File: config.mk
export PLATFORM = sky130hd
export DESIGN_NAME = call_return_stack_flat
export DESIGN_NICKNAME = d
export VERILOG_FILES = /design/src/rtl/call_stack_pkg.sv /design/src/rtl/call_return_stack_if.sv /design/src/rtl/call_stack_ctx.sv /design/src/rtl/call_return_stack.sv /design/src/flat_wrapper.sv
export SDC_FILE = /design/constraint.sdc
export NUM_CORES = 1
export LEC_CHECK = 0
export ABC_AREA = 1
export BUFFER_PORTS_ARGS = -buffer_cell sky130_fd_sc_hd__buf_2
export CAP_MARGIN = 20
export CORE_AREA = 2 2 229 231
export CTS_BUF_LIST = sky130_fd_sc_hd__clkbuf_2 sky130_fd_sc_hd__clkbuf_4 sky130_fd_sc_hd__clkbuf_8
export DETAILED_ROUTE_END_ITERATION = 10
export DIE_AREA = 0 0 231 233
export GPL_TIMING_DRIVEN = 0
export SYNTH_ARGS = -nofsm -noshare
export SYNTH_HDL_FRONTEND = slang
export SYNTH_HIERARCHICAL = 1
export SYNTH_SLANG_ARGS = --single-unit
File: constraint.sdc
create_clock -name clk -period 4.5 [get_ports clk]
set_clock_uncertainty 0.15 [all_clocks]
set_input_delay 0.45 -clock clk [delete_from_list [all_inputs] [get_ports clk]]
set_output_delay 0.45 -clock clk [all_outputs]
set_load 0.01 [all_outputs]
File: src/rtl/call_stack_pkg.sv
// -----------------------------------------------------------------------------
// call_stack_pkg
// Shared types and helpers for the call/return stack slice:
//   - CS_CNT_W      : storage width of the per-context pointer/counter fields
//                     (supports DEPTH up to 2**CS_CNT_W - 1 entries)
//   - stack_op_e    : operation resolved by the top level for one context
//   - ctx_state_t   : per-context bookkeeping (wp, count, max_depth, err_sticky)
//   - depth_w_f     : width needed to hold 0..DEPTH
//   - ctx_w_f       : width of the context selector, never less than 1
// -----------------------------------------------------------------------------
package call_stack_pkg;

   localparam int CS_CNT_W = 8;

   typedef enum logic [2:0] {
      OP_NOP     = 3'd0,
      OP_PUSH    = 3'd1,
      OP_POP     = 3'd2,
      OP_REPLACE = 3'd3,
      OP_FLUSH   = 3'd4
   } stack_op_e;

   typedef struct packed {
      logic [CS_CNT_W-1:0] wp;
      logic [CS_CNT_W-1:0] count;
      logic [CS_CNT_W-1:0] max_depth;
      logic                err_sticky;
   } ctx_state_t;

   function automatic int depth_w_f(input int depth);
      return $clog2(depth + 1);
   endfunction

   function automatic int ctx_w_f(input int num_ctx);
      if (num_ctx > 1) begin
         return $clog2(num_ctx);
      end else begin
         return 1;
      end
   endfunction

endpackage

File: src/rtl/call_return_stack_if.sv
// -----------------------------------------------------------------------------
// call_return_stack_if
// Operation/status bundle of the call/return stack.
//   master : sequencer side, drives ctx/call_valid/call_addr/ret_valid/flush,
//            observes the selected context's status
//   slave  : the stack itself
// Parameters must agree with the stack instance:
//   CTX_W = max(1, clog2(NUM_CTX)), DEPTH_W = clog2(DEPTH+1)
// -----------------------------------------------------------------------------
interface call_return_stack_if #(
   parameter int ADDR_W  = 32,
   parameter int CTX_W   = 1,
   parameter int DEPTH_W = 4
);
   logic [CTX_W-1:0]   ctx;
   logic               call_valid;
   logic [ADDR_W-1:0]  call_addr;
   logic               ret_valid;
   logic               flush;
   logic               top_valid;
   logic [ADDR_W-1:0]  top_addr;
   logic [DEPTH_W-1:0] depth;
   logic [DEPTH_W-1:0] max_depth;
   logic               overflow;
   logic               underflow;
   logic               err_sticky;

   modport master (
      output ctx, call_valid, call_addr, ret_valid, flush,
      input  top_valid, top_addr, depth, max_depth, overflow, underflow, err_sticky
   );

   modport slave (
      input  ctx, call_valid, call_addr, ret_valid, flush,
      output top_valid, top_addr, depth, max_depth, overflow, underflow, err_sticky
   );
endinterface

File: src/rtl/call_stack_ctx.sv
// -----------------------------------------------------------------------------
// call_stack_ctx
// Storage and pointer logic for one call/return stack context.
// Ports:
//   clk, rst_n   : clock, asynchronous active-low reset
//   op           : resolved operation for this context this cycle
//   call_addr    : address written by PUSH / REPLACE
//   top_valid    : context non-empty
//   top_addr     : entry[(wp-1) mod DEPTH], 0 when empty (combinational)
//   depth        : current entry count
//   max_depth    : high-water mark of depth since reset
//   err_sticky   : overflow/underflow seen since reset or flush
//   ovf_evt      : this cycle's PUSH hits a full stack (combinational)
//   udf_evt      : this cycle's POP hits an empty stack (combinational)
// Build option CALL_STACK_WRAP_EN: a PUSH to a full stack overwrites the
// oldest entry instead of being dropped.
// -----------------------------------------------------------------------------
module call_stack_ctx
   import call_stack_pkg::*;
#(
   parameter int ADDR_W  = 32,
   parameter int DEPTH   = 8,
   parameter int DEPTH_W = 4
) (
   input  logic               clk,
   input  logic               rst_n,
   input  stack_op_e          op,
   input  logic [ADDR_W-1:0]  call_addr,
   output logic               top_valid,
   output logic [ADDR_W-1:0]  top_addr,
   output logic [DEPTH_W-1:0] depth,
   output logic [DEPTH_W-1:0] max_depth,
   output logic               err_sticky,
   output logic               ovf_evt,
   output logic               udf_evt
);

   ctx_state_t          state_r;
   ctx_state_t          next_s;
   logic [ADDR_W-1:0]   entry_r [DEPTH];
   logic                empty_s;
   logic                full_s;
   logic [CS_CNT_W-1:0] wp_inc_s;
   logic [CS_CNT_W-1:0] top_idx_s;
   logic [ADDR_W-1:0]   rd_addr_s;
   logic                wr_en_s;
   logic [CS_CNT_W-1:0] wr_idx_s;

   // Pointer helpers: occupancy flags and modulo-DEPTH neighbours of wp
   always_comb begin
      empty_s = (state_r.count == CS_CNT_W'(0));
      full_s  = (state_r.count >= CS_CNT_W'(DEPTH));
      if (state_r.wp == CS_CNT_W'(DEPTH - 1)) begin
         wp_inc_s = CS_CNT_W'(0);
      end else begin
         wp_inc_s = state_r.wp + CS_CNT_W'(1);
      end
      if (state_r.wp == CS_CNT_W'(0)) begin
         top_idx_s = CS_CNT_W'(DEPTH - 1);
      end else begin
         top_idx_s = state_r.wp - CS_CNT_W'(1);
      end
   end

   // Read mux for the top entry; a compare per slot keeps DEPTH arbitrary
   always_comb begin
      rd_addr_s = ADDR_W'(0);
      for (int i = 0; i < DEPTH; i++) begin
         rd_addr_s = rd_addr_s | (entry_r[i] & {ADDR_W{top_idx_s == CS_CNT_W'(i)}});
      end
   end

   // Next-state decode for the resolved operation
   always_comb begin
      next_s   = state_r;
      wr_en_s  = 1'b0;
      wr_idx_s = state_r.wp;
      ovf_evt  = 1'b0;
      udf_evt  = 1'b0;
      case (op)
         OP_FLUSH: begin
            // wp is kept: only occupancy and the error flag are cleared
            next_s.count      = CS_CNT_W'(0);
            next_s.err_sticky = 1'b0;
         end
         OP_PUSH, OP_REPLACE: begin
            if ((op == OP_REPLACE) && !empty_s) begin
               // tail call: swap the return address in place
               wr_en_s  = 1'b1;
               wr_idx_s = top_idx_s;
            end else if (full_s) begin
               ovf_evt           = 1'b1;
               next_s.err_sticky = 1'b1;
`ifdef CALL_STACK_WRAP_EN
               // ring behaviour: newest DEPTH calls remain, count stays DEPTH
               wr_en_s   = 1'b1;
               next_s.wp = wp_inc_s;
`else
               next_s.wp = state_r.wp;
`endif
            end else begin
               wr_en_s      = 1'b1;
               next_s.wp    = wp_inc_s;
               next_s.count = state_r.count + CS_CNT_W'(1);
            end
         end
         OP_POP: begin
            if (empty_s) begin
               udf_evt           = 1'b1;
               next_s.err_sticky = 1'b1;
            end else begin
               next_s.wp    = top_idx_s;
               next_s.count = state_r.count - CS_CNT_W'(1);
            end
         end
         default: begin
            next_s = state_r;
         end
      endcase
      if (next_s.count > state_r.max_depth) begin
         next_s.max_depth = next_s.count;
      end else begin
         next_s.max_depth = state_r.max_depth;
      end
   end

   // Bookkeeping register
   always_ff @(posedge clk or negedge rst_n) begin
      if (!rst_n) begin
         state_r <= '{wp: CS_CNT_W'(0), count: CS_CNT_W'(0),
                      max_depth: CS_CNT_W'(0), err_sticky: 1'b0};
      end else begin
         state_r <= next_s;
      end
   end

   // Entry storage; contents are don't-care until written
   always_ff @(posedge clk) begin
      for (int i = 0; i < DEPTH; i++) begin
         if (wr_en_s && (wr_idx_s == CS_CNT_W'(i))) begin
            entry_r[i] <= call_addr;
         end
      end
   end

   assign top_valid  = !empty_s;
   assign top_addr   = empty_s ? ADDR_W'(0) : rd_addr_s;
   assign depth      = state_r.count[DEPTH_W-1:0];
   assign max_depth  = state_r.max_depth[DEPTH_W-1:0];
   assign err_sticky = state_r.err_sticky;

endmodule

File: src/rtl/call_return_stack.sv
// -----------------------------------------------------------------------------
// call_return_stack
// Call/return stack for NUM_CTX independent contexts. A call pushes a return
// address, a return pops one, both together replace the top (tail call),
// flush empties the selected context.
// Ports:
//   clk, rst_n : clock, asynchronous active-low reset
//   bus        : call_return_stack_if.slave
//                ctx/call_valid/call_addr/ret_valid/flush in,
//                top_valid/top_addr/depth/max_depth/err_sticky out for the
//                selected context (combinational), overflow/underflow out as
//                registered one-cycle pulses
// Build option CALL_STACK_WRAP_EN: calls to a full stack overwrite the oldest
// entry instead of being dropped.
// -----------------------------------------------------------------------------
module call_return_stack
   import call_stack_pkg::*;
#(
   parameter int ADDR_W  = 32,
   parameter int DEPTH   = 8,
   parameter int NUM_CTX = 1
) (
   input logic                 clk,
   input logic                 rst_n,
   call_return_stack_if.slave  bus
);

   localparam int CTX_W   = ctx_w_f(NUM_CTX);
   localparam int DEPTH_W = depth_w_f(DEPTH);

   logic [NUM_CTX-1:0] sel_s;
   stack_op_e          op_res_s;
   stack_op_e          op_a [NUM_CTX];
   logic [NUM_CTX-1:0] top_valid_a;
   logic [ADDR_W-1:0]  top_addr_a [NUM_CTX];
   logic [DEPTH_W-1:0] depth_a [NUM_CTX];
   logic [DEPTH_W-1:0] max_depth_a [NUM_CTX];
   logic [NUM_CTX-1:0] err_a;
   logic [NUM_CTX-1:0] ovf_a;
   logic [NUM_CTX-1:0] udf_a;

   logic               sel_top_valid_s;
   logic [ADDR_W-1:0]  sel_top_addr_s;
   logic [DEPTH_W-1:0] sel_depth_s;
   logic [DEPTH_W-1:0] sel_max_depth_s;
   logic               sel_err_s;
   logic               overflow_r;
   logic               underflow_r;

   // One-hot context decode and AND-OR output mux; an out-of-range ctx
   // selects nothing and reads as an idle, empty context
   always_comb begin
      sel_s           = {NUM_CTX{1'b0}};
      sel_top_valid_s = 1'b0;
      sel_top_addr_s  = ADDR_W'(0);
      sel_depth_s     = DEPTH_W'(0);
      sel_max_depth_s = DEPTH_W'(0);
      sel_err_s       = 1'b0;
      for (int i = 0; i < NUM_CTX; i++) begin
         sel_s[i]        = (bus.ctx == CTX_W'(i));
         sel_top_valid_s = sel_top_valid_s | (top_valid_a[i] & sel_s[i]);
         sel_top_addr_s  = sel_top_addr_s  | (top_addr_a[i]  & {ADDR_W{sel_s[i]}});
         sel_depth_s     = sel_depth_s     | (depth_a[i]     & {DEPTH_W{sel_s[i]}});
         sel_max_depth_s = sel_max_depth_s | (max_depth_a[i] & {DEPTH_W{sel_s[i]}});
         sel_err_s       = sel_err_s       | (err_a[i] & sel_s[i]);
      end
   end

   // Operation priority: flush > tail call > call > return. A tail call on an
   // empty stack degenerates to a plain push so it never underflows.
   always_comb begin
      op_res_s = OP_NOP;
      if (bus.flush) begin
         op_res_s = OP_FLUSH;
      end else if (bus.call_valid && bus.ret_valid) begin
         if (sel_depth_s == DEPTH_W'(0)) begin
            op_res_s = OP_PUSH;
         end else begin
            op_res_s = OP_REPLACE;
         end
      end else if (bus.call_valid) begin
         op_res_s = OP_PUSH;
      end else if (bus.ret_valid) begin
         op_res_s = OP_POP;
      end else begin
         op_res_s = OP_NOP;
      end
   end

   // Steer the resolved operation to the selected context only
   always_comb begin
      for (int i = 0; i < NUM_CTX; i++) begin
         op_a[i] = sel_s[i] ? op_res_s : OP_NOP;
      end
   end

   for (genvar g = 0; g < NUM_CTX; g++) begin : g_ctx
      call_stack_ctx #(
         .ADDR_W  (ADDR_W),
         .DEPTH   (DEPTH),
         .DEPTH_W (DEPTH_W)
      ) u_ctx (
         .clk        (clk),
         .rst_n      (rst_n),
         .op         (op_a[g]),
         .call_addr  (bus.call_addr),
         .top_valid  (top_valid_a[g]),
         .top_addr   (top_addr_a[g]),
         .depth      (depth_a[g]),
         .max_depth  (max_depth_a[g]),
         .err_sticky (err_a[g]),
         .ovf_evt    (ovf_a[g]),
         .udf_evt    (udf_a[g])
      );
   end

   // Error pulses appear the cycle after the offending operation
   always_ff @(posedge clk or negedge rst_n) begin
      if (!rst_n) begin
         overflow_r  <= 1'b0;
         underflow_r <= 1'b0;
      end else begin
         overflow_r  <= |ovf_a;
         underflow_r <= |udf_a;
      end
   end

   assign bus.top_valid  = sel_top_valid_s;
   assign bus.top_addr   = sel_top_addr_s;
   assign bus.depth      = sel_depth_s;
   assign bus.max_depth  = sel_max_depth_s;
   assign bus.err_sticky = sel_err_s;
   assign bus.overflow   = overflow_r;
   assign bus.underflow  = underflow_r;

endmodule

File: src/flat_wrapper.sv
// flat-port wrapper written by rule: the top's interface ports become plain ports
module call_return_stack_flat import call_stack_pkg::*;
#(
   parameter int ADDR_W  = 32,
   parameter int DEPTH   = 8,
   parameter int NUM_CTX = 1
)
  (clk, rst_n, bus_ctx, bus_call_valid, bus_call_addr, bus_ret_valid, bus_flush, bus_top_valid, bus_top_addr, bus_depth, bus_max_depth, bus_overflow, bus_underflow, bus_err_sticky);
  call_return_stack_if #(.ADDR_W(ADDR_W)) bus_i ();
  input logic clk;
  input logic rst_n;
  input wire logic [$bits(bus_i.ctx)-1:0] bus_ctx;
  input wire logic [$bits(bus_i.call_valid)-1:0] bus_call_valid;
  input wire logic [$bits(bus_i.call_addr)-1:0] bus_call_addr;
  input wire logic [$bits(bus_i.ret_valid)-1:0] bus_ret_valid;
  input wire logic [$bits(bus_i.flush)-1:0] bus_flush;
  output wire logic [$bits(bus_i.top_valid)-1:0] bus_top_valid;
  output wire logic [$bits(bus_i.top_addr)-1:0] bus_top_addr;
  output wire logic [$bits(bus_i.depth)-1:0] bus_depth;
  output wire logic [$bits(bus_i.max_depth)-1:0] bus_max_depth;
  output wire logic [$bits(bus_i.overflow)-1:0] bus_overflow;
  output wire logic [$bits(bus_i.underflow)-1:0] bus_underflow;
  output wire logic [$bits(bus_i.err_sticky)-1:0] bus_err_sticky;
  assign bus_i.ctx = bus_ctx;
  assign bus_i.call_valid = bus_call_valid;
  assign bus_i.call_addr = bus_call_addr;
  assign bus_i.ret_valid = bus_ret_valid;
  assign bus_i.flush = bus_flush;
  assign bus_top_valid = bus_i.top_valid;
  assign bus_top_addr = bus_i.top_addr;
  assign bus_depth = bus_i.depth;
  assign bus_max_depth = bus_i.max_depth;
  assign bus_overflow = bus_i.overflow;
  assign bus_underflow = bus_i.underflow;
  assign bus_err_sticky = bus_i.err_sticky;
  call_return_stack #(.ADDR_W(ADDR_W), .DEPTH(DEPTH), .NUM_CTX(NUM_CTX)) u_core (.clk(clk), .rst_n(rst_n), .bus(bus_i));
endmodule
==> qor.yml <==
grt:
  grt_pass1_wl_mm: 54.4
  antenna_found_initial: 2
  grt_use_total_pct: 13.2
  grt_pass1_vias: 9246
  grt_start_max_net_pins: 29
  grt.overflow.total: 0
critical_path:
  worst-path-stages: 17
  cp.arrival_ns: 3.67
  cpPeakStageDelay_ns: 0.47
  critical_path_class: "flip-flop to output port"
  worst_path_max_delay_cell: "dfrtp_1"
  crit_path_max_fanout: 10
  cp_cell_sequence: "inv_2 > ha_1 > inv_1 > nor3_4 > nand2_4 > nand2_1 > inv_1 > nand2_1 > nor2_1 > buf_2 > nand3_1 > nand2_1 > nor2_1 > a21oi_1 > inv_1 > nor2_1 > buf_2"
  cp_top_family: "simple AND/OR/NAND/NOR gates"
  cp.buffers_inverters: 6
  cp.required_ns: 3.90
  reg2reg_depth: 22
  cp-start-kind: "flip-flop"
  end_kind: "output port"
floorplan:
  die_area_sq_um: 53800
  row_count: 83
  die_y_microns: 233
  initial_core_util_pct: 24.9
  die_w_microns: 231
  coreArea_sq_um: 51100
  io_pins: 82
timing:
  hold_viol_final: 0
  min_period_ns: 4.27
  max_freq_ghz: 0.234
  post-route-period-util_pct: 94.9
  setup_viol: 0
  timing.hold.ws_ns: 0.0311
  drv_slew: 0
  layout_setup_ws_ns: 0.231
  relSlewSlack_pct: 51.1
  worst_slew_pin_slew_ns: 0.733
  rsz0062_at_grt: "false"
cts:
  h-tree-depth: 2
  cts_tree: "built"
  cts_made_buffers: 46
  clkLatencyLatePin_ns: 0.57
  cts.path.max_buffers: 3
  clkSlewWorstSetupHoldPaths_ns: 0.06
  cts_setup_buffers: 0
  cts-root-buf: "clkbuf_8"
  cts.sink_count: 283
run_status:
  status: "complete, no violations"
routing:
  route.detailed.drc: 0
  wl_per_cell_microns: 17.1
  drt_iter0_drc: 1125
  num_vias: 9499
  drt_pass1_iterations: 6
  viasPerCell: 4.55
  routed_wl_mm: 35.6
  postRouteAntennaNets: 0
final_layout:
  area_delta_synth_final_pct: 21.1
  n_antenna_cell: 0
  n_fill_cell: 5300
  nNetsFinal: 1429
  instances_no_fill: 2087
  drive_gt1_share_pct: 18.3
  final_common_cell: "nand3_1"
  layout_common_cells: "nand3_1, edfxtp_1, nand2_1"
synthesis:
  synth_area_leaders: "edfxtp_1, nand3_1, nand2_1"
  synth_cell_type_count: 31
  synth-seq-cells: 283
  synth_nets: 1263
  postSynthAreaPerCell_sq_um: 10.5
  yosys.area.top_type_share_pct: 60.5
  mappedNetlistArea_sq_um: 12700
  yosysTopAreaCell: "edfxtp_1"
  synth_cells: 1208
  ys_warn_count: 6
  seq_area_frac_synth_pct: 65.8
run:
  cap_viol_max_count: 0
place:
  io_buffer_count: 80
  hpwlAfterDp_mm: 23.3
  pre_cts_ws_ns: 0.336
  dp.cells: 1976
  gp_congestion: 0.851
worst_hold_path:
  hold_path.class: "primary input to flip-flop"
  hold_depth: 1
power_and_ir_drop:
  ir_worst_vdd_uv: 323
  power_density_nw_per_um2: 558
  total_leakage_power_nw: 6.08
## repair_timing
action | 4_1_cts | 5_1_grt
hold endpoints to repair | 264 | 0
resized for setup | 0 | 11
hold buffers | 31 | 0
setup endpoints to repair | 0 | 15
## routing by layer
layer / wire, microns / GRT usage (%) / vias up / share of wire [%]
li1: - / - / 4509 / -
met1: 15900 / 18.3 / 4519 / 44
met2: 16100 / 20.7 / 400 / 45
met3: 2820 / 2.73 / 67 / 7.9
met4: 804 / 3.85 / 4 / 2.3
met5: 22 / 0 / - / 0.062
## flip-flops by register name (all words and copies together) (netlist names)
signal	flops
u_core/g_ctx.u_ctx/entry_r	256
u_core/g_ctx.u_ctx/max_depth	4
u_core/g_ctx.u_ctx/err_sticky	1
u_core/bus.overflow	1
u_core/bus.underflow	1
u_core/g_ctx.u_ctx/depth	4
u_core/g_ctx.u_ctx/state_r	16
## area by class of cell
type / count / area, sq um / area share (%)
inverter: 97 / 364 / 2.37
sequential: 283 / 8360 / 54.3
clock inverter: 17 / 88.8 / 0.577
clock buffer: 64 / 774 / 5.03
tap: 680 / 851 / 5.53
buffer: 71 / 402 / 2.61
multi-input combinational: 756 / 3660 / 23.8
timing repair buffer: 119 / 886 / 5.75
## synthesized netlist by cell type
| library cell | number |
|---|---|
| buf_4 | 12 |
| a22oi_1 | 2 |
| or2_2 | 1 |
| nand2_4 | 1 |
| nand4_1 | 4 |
| dfrtp_1 | 27 |
| o21ai_1 | 1 |
| nand3_1 | 278 |
| nor3_1 | 9 |
| nor2_1 | 144 |
| nand3b_1 | 2 |
| nor3_4 | 1 |
| xnor2_1 | 1 |
| buf_2 | 52 |
| a21oi_1 | 51 |
| o31ai_1 | 1 |
| nor2_2 | 2 |
| xor2_1 | 4 |
| nand2_2 | 1 |
| buf_6 | 2 |
| edfxtp_1 | 256 |
| o21ai_0 | 29 |
| nand3_2 | 2 |
| nand2_1 | 195 |
| inv_2 | 9 |
| clkbuf_1 | 6 |
| nor2_4 | 2 |
| inv_1 | 88 |
| ha_1 | 17 |
| o211ai_1 | 5 |
| o22ai_1 | 3 |
## worst paths after layout
kind	from	end	slack, ns
worst max-delay path	u_core/g_ctx[0].u_ctx/state_r[17]	bus_top_addr[2]	0.23
worst min-delay path	bus_call_addr[25]	u_core/g_ctx[0].u_ctx/entry_r[1][89]	0.03
worst max register to register	u_core/g_ctx[0].u_ctx/depth[2]	u_core/g_ctx[0].u_ctx/state_r[6]	0.60
worst min register to register	u_core/g_ctx[0].u_ctx/state_r[7]	u_core/g_ctx[0].u_ctx/state_r[7]	0.34
max in group asynchronous	rst_n	u_core/g_ctx[0].u_ctx/state_r[24]	3.49
min in group asynchronous	rst_n	u_core/g_ctx[0].u_ctx/max_depth[1]	0.30
## kinds of logic (layout without fill, tap and decap cells)
logic type / Yosys count / in the layout / synth area share, %
compound gates: 92 / 92 / 3.81
simple gates: 642 / 642 / 22.4
fa+ha+maj: 17 / 17 / 1.67
xor+xnor: 5 / 5 / 0.345
flops: 283 / 283 / 65.8
buf+inv: 169 / 368 / 5.98
## where the power goes
part / internal (mW) / total [mW] / switching [mW] / leakage [nW]
clock: 1.12 / 2.14 / 1.02 / 0.457
combinational: 0.959 / 3.43 / 2.47 / 2.97
sequential: 2.95 / 3.02 / 0.0721 / 2.65
total: 5.02 / 8.58 / 3.56 / 6.08
## stage by stage
step | cell area [sq um] | setup TNS, ns | power [mW] | utilization, %
2_1_floorplan | 12700 | 0 | 5.15 | -
3_3_place_gp | 14000 | -236.60 | 6.37 | 27.3
3_5_place_dp | 14200 | 0 | 6.43 | 27.8
4_1_cts | 15400 | 0 | 8.61 | 30.1
5_1_grt | 15400 | 0 | 9.08 | 30.1
6_report | 15400 | 0 | 8.58 | 30.1
Note: power is estimated with default switching activity, not from simulation.
